--- src/rtl/debounce_pulse.sv ---
// Button/switch debouncer with a 2-flop synchronizer and one-cycle edge strobes.
// level_out only moves after the synchronized input has disagreed with it for
// STABLE_COUNT consecutive clocks; any agreeing cycle restarts the qualification.
//
// state        | meaning
// -------------+-----------------------------------------------------------
// STABLE_LOW   | level_out = 0, synchronized input agrees
// WAIT_HIGH    | level_out = 0, input high, counting qualifying cycles
// STABLE_HIGH  | level_out = 1, synchronized input agrees
// WAIT_LOW     | level_out = 1, input low, counting qualifying cycles
module debounce_pulse #(
    parameter int STABLE_COUNT = 50000,
    parameter int CNT_W        = 16
) (
    input  logic clk,
    input  logic reset,
    input  logic btn_in,
    output logic level_out,
    output logic rise_pulse,
    output logic fall_pulse
);

    // The counter must be able to hold STABLE_COUNT-1, and 1 must be a valid
    // load value that is still below the terminal count.
    if (STABLE_COUNT < 2 || STABLE_COUNT > (2 ** CNT_W) - 1) begin : g_bad_param
        $error("debounce_pulse: STABLE_COUNT out of range for CNT_W");
    end

    typedef enum logic [1:0] {
        STABLE_LOW  = 2'd0,
        WAIT_HIGH   = 2'd1,
        STABLE_HIGH = 2'd2,
        WAIT_LOW    = 2'd3
    } state_t;

    localparam logic [CNT_W-1:0] CNT_LAST = CNT_W'(STABLE_COUNT - 1);
    localparam logic [CNT_W-1:0] CNT_ONE  = CNT_W'(1);

    logic             sync1_q;
    logic             sync2_q;
    state_t           state_q;
    state_t           state_d;
    logic [CNT_W-1:0] cnt_q;
    logic [CNT_W-1:0] cnt_d;
    logic             rise_q;
    logic             rise_d;
    logic             fall_q;
    logic             fall_d;

    // Two-stage synchronizer for the asynchronous button level.
    always_ff @(posedge clk or negedge reset) begin
        if (!reset) begin
            sync1_q <= 1'b0;
            sync2_q <= 1'b0;
        end else begin
            sync1_q <= btn_in;
            sync2_q <= sync1_q;
        end
    end

    // State, stability counter and registered strobes.
    always_ff @(posedge clk or negedge reset) begin
        if (!reset) begin
            state_q <= STABLE_LOW;
            cnt_q   <= '0;
            rise_q  <= 1'b0;
            fall_q  <= 1'b0;
        end else begin
            state_q <= state_d;
            cnt_q   <= cnt_d;
            rise_q  <= rise_d;
            fall_q  <= fall_d;
        end
    end

    // Next-state logic: qualify the new level, reject bounces, and raise the
    // strobe on the same edge that commits the new level so both appear together.
    always_comb begin
        state_d = state_q;
        cnt_d   = cnt_q;
        rise_d  = 1'b0;
        fall_d  = 1'b0;
        case (state_q)
            STABLE_LOW: begin
                if (sync2_q) begin
                    state_d = WAIT_HIGH;
                    cnt_d   = CNT_ONE;
                end
            end
            WAIT_HIGH: begin
                if (!sync2_q) begin
                    state_d = STABLE_LOW;
                    cnt_d   = '0;
                end else if (cnt_q == CNT_LAST) begin
                    state_d = STABLE_HIGH;
                    cnt_d   = '0;
                    rise_d  = 1'b1;
                end else begin
                    cnt_d = cnt_q + CNT_ONE;
                end
            end
            STABLE_HIGH: begin
                if (!sync2_q) begin
                    state_d = WAIT_LOW;
                    cnt_d   = CNT_ONE;
                end
            end
            WAIT_LOW: begin
                if (sync2_q) begin
                    state_d = STABLE_HIGH;
                    cnt_d   = '0;
                end else if (cnt_q == CNT_LAST) begin
                    state_d = STABLE_LOW;
                    cnt_d   = '0;
                    fall_d  = 1'b1;
                end else begin
                    cnt_d = cnt_q + CNT_ONE;
                end
            end
            default: begin
                state_d = STABLE_LOW;
                cnt_d   = '0;
            end
        endcase
    end

    assign level_out  = (state_q == STABLE_HIGH) || (state_q == WAIT_LOW);
    assign rise_pulse = rise_q;
    assign fall_pulse = fall_q;

endmodule

--- config.mk ---
export PLATFORM = sky130hd
export DESIGN_NAME = debounce_pulse
export DESIGN_NICKNAME = d
export VERILOG_FILES = /design/src/rtl/debounce_pulse.sv
export SDC_FILE = /design/constraint.sdc
export NUM_CORES = 1
export LEC_CHECK = 0
export CAP_MARGIN = 20
export CORE_ASPECT_RATIO = 0.7
export CORE_MARGIN = 2
export CORE_UTILIZATION = 30
export DETAILED_ROUTE_END_ITERATION = 10
export GPL_TIMING_DRIVEN = 0
export HOLD_SLACK_MARGIN = 0.12
export SETUP_SLACK_MARGIN = 0.02
export SLEW_MARGIN = 20
export SYNTH_ARGS = -nofsm -noshare
export SYNTH_HDL_FRONTEND = slang
export SYNTH_SLANG_ARGS = --single-unit
--- constraint.sdc ---
create_clock -name clk -period 1.8 [get_ports clk]
set_input_delay 0.36 -clock clk [delete_from_list [all_inputs] [get_ports clk]]
set_output_delay 0.36 -clock clk [all_outputs]
set_load 0.03 [all_outputs]
==> flow_metrics.tcl <==
set metrics [dict create \
    finalHoldViolCount 0 \
    drt_iter0_drc 122 \
    pre_cts_ws_ns -0.350 \
    ctsRootBufferMaster "clkbuf_8" \
    ant_nets 0 \
    synth_seq_cells 22 \
    maxSlewHeadroom_pct 59.5 \
    fmax_mhz 498 \
    wl_per_cell_um 15.9 \
    ir_drop_mv 0.532 \
    core_um2 3600 \
    cp_cell_sequence "or4bb_4 > nor4_4 > or2_1 > buf_6 > nand2_4 > mux2_4" \
    dp.cells 176 \
    fp.dieH_um 55.8 \
    power_uw 1910 \
    rr_worst_depth 6 \
    antenna_found_initial 0 \
    cts-htree-levels 1 \
    antenna_cells 0 \
    drc 0 \
    ioPinCount 6 \
    setup_viol 14 \
    dp_hpwl_mm 1.91 \
    yosys.cell_types.count 33 \
    drt-total-wl_mm 3.09 \
    critPathMaxFanout 7 \
    drive_gt1_share_pct 34.0 \
    required_ns 1.96 \
    via_count 1069 \
    path_class "reg -> reg" \
    grt_overflow_total 0 \
    syn_area_per_cell_um2 9.49 \
    fillCellCount 347 \
    maxCapViolations 0 \
    synth-seq-area-share_pct 47.9 \
    fin_worst_skew_ns 0.00242 \
    grt_pass1_vias 982 \
    nets 149 \
    slowest_delay_ns 0.55 \
    layout_commonest_cell "dfrtp_1" \
    grt_usage_pct 15.1 \
    layout_common_cells "dfrtp_1, o21ai_0, buf_4" \
    synthesis.area_um2 1150 \
    syn-num-nets 125 \
    crit_path_start "cnt_q[7]" \
    pwr_density_cell_nw_per_um2 1230 \
    cts_max_path_buffers 2 \
    crit_buf_inv 1 \
    whs_ns 0.354 \
    outcome "finished, violations left" \
    r2r-start "cnt_q[7]" \
    min_period_ns 2.01 \
    violations "setup timing" \
    clkTransAtPathRegs_ns 0.08 \
    multi_input_area_um2 654 \
    grt_pass1_wl_mm 5.08 \
    p_leak_uw 0.000623 \
    period_share_pct 112 \
    die_width_um 78.0 \
    syn_inst 121 \
    ys_warn_count 0 \
    rows 18 \
    first_pass_iters 4 \
    slew_violations 0 \
    startpoint_type "flip-flop" \
    r2r_slack_ns -0.21 \
    register_area_um2 556 \
    worstPathArrival_ns 2.16 \
    slowest_stage "or4bb_4" \
    grt_max_degree 23 \
    crit_family "simple AND/OR/NAND/NOR gates" \
    cts_tree "built" \
    end_kind "flip-flop" \
    tightest_slew_ns 0.606 \
    cts_sinks 22 \
    gp_congestion 0.891 \
    portBuffers 5 \
    numCtsBuffers 3 \
    cp.depth 6 \
    dieArea_um2 4350 \
    grt_setup_unrepaired "yes" \
    clock_latency_ns 0.26 \
    start_util_pct 31.9 \
    setup_slack_ns -0.208 \
    via_per_inst 5.51 \
    final_cells 194 \
    min_path_type "reg -> reg" \
    syn_to_final_growth_pct 35.1 \
]
[how the worst min path moves through the flow]
stage / slack (ns) / from / end / depth (start not counted)
final: 0.35 / sync1_q / sync2_q / 0
after global placement: 0.34 / sync1_q / sync2_q / 0
after global routing: 0.38 / sync1_q / sync2_q / 0
after detailed placement: 0.34 / sync1_q / sync2_q / 0
after CTS: 0.36 / sync1_q / sync2_q / 0
after floorplan: 0.06 / reset / async pin / 0
[cell type report]
class	instances	share of cell area, %
flip-flops and latches	22	35.8
multi-input cells	93	42.2
well taps	50	4.03
plain buffers	4	1.94
clock inverters	1	1.94
inverters	1	0.242
clock buffers	3	2.66
repair buffers	20	11.2
[synth_stat cells]
cell type / number / area [um2]
or2_1: 1 / 6.26
buf_6: 1 / 11.3
mux2_4: 1 / 15.0
nor3_1: 4 / 20.0
nand4b_1: 1 / 8.76
nor4_1: 1 / 6.26
o21ai_0: 12 / 60.1
nor2_1: 9 / 33.8
a22o_1: 3 / 26.3
a31oi_1: 6 / 37.5
nand3_1: 11 / 55.1
dfrtp_1: 22 / 551
ha_1: 1 / 12.5
nor4_4: 1 / 21.3
or2_2: 1 / 6.26
xor2_1: 2 / 17.5
or4bb_1: 1 / 11.3
buf_2: 1 / 5.00
a21oi_1: 7 / 35.0
nand2_1: 10 / 37.5
o21a_1: 1 / 7.51
nand2_4: 1 / 11.3
and4_1: 1 / 8.76
clkbuf_1: 3 / 11.3
or4_4: 1 / 11.3
or3_2: 4 / 30.0
xnor2_1: 1 / 8.76
nand2b_1: 1 / 6.26
nand4_1: 3 / 18.8
nor3b_1: 2 / 15.0
inv_1: 1 / 3.75
and3_1: 5 / 31.3
a21o_1: 1 / 7.51
[cells by family (layout without fill, tap and decap cells)]
kind of cell               Yosys count  in the layout  synth area share, %
muxes                                1              1                 1.31
buffers and inverters                6             29                 2.72
and+or+nand+nor                     58             58                 29.5
adders and majority gates            1              1                 1.09
AOI/OAI and AO/OA                   30             30                 15.1
DFF                                 22             22                 47.9
xor gates and xnor gates             3              3                 2.29
[repair_timing]
action / CTS / global route
cloned: 1 / 0
gates resized for setup: 26 / 6
endpoints found under the hold margin: 0 / 22
pin swaps: 9 / 5
endpoints found under the setup margin: 18 / 16
buffers inserted: 12 / 1
hold buffers: 0 / 1
[power by group]
group | internal, uW | leakage (uW) | switching (uW)
clock | 297 | 0.0000357 | 167
sequential | 549 | 0.000288 | 89.2
combinational | 367 | 0.000298 | 437
[sequential cells by signal, summed over array words and instances (netlist names), named ones only]
signal / count
sync2_q: 1
cnt_q: 16
sync1_q: 1
rise_pulse: 1
state_q: 1
fall_pulse: 1
[metrics by stage]
stage / TNS [ns] / util, % / area [um2]
3_5_place_dp: -4.21 / 35.0 / 1260
2_1_floorplan: -0.714 / - / 1150
5_1_grt: -2.52 / 43.1 / 1550
3_3_place_gp: -3.75 / 35.0 / 1260
6_report: -1.86 / 43.1 / 1550
4_1_cts: -1.56 / 42.1 / 1520
[worst reg2reg max path: cells and delay by family, from the launching register on]
family,cells,cell delay [ns]
buffers and inverters,1,0.14
AND/OR/NAND/NOR,4,1.04
flip-flops,1,0.42
multiplexers,1,0.30
[layer usage]
layer	up-vias	track usage (%)	part of all wire [%]
li1	493	-	-
met1	524	24.1	47
met2	50	19.5	43
met3	2	3.25	8.9
met4	0	5.51	0.55
met5	-	0	0
No activity file was read; power rests on OpenSTA's default activity.
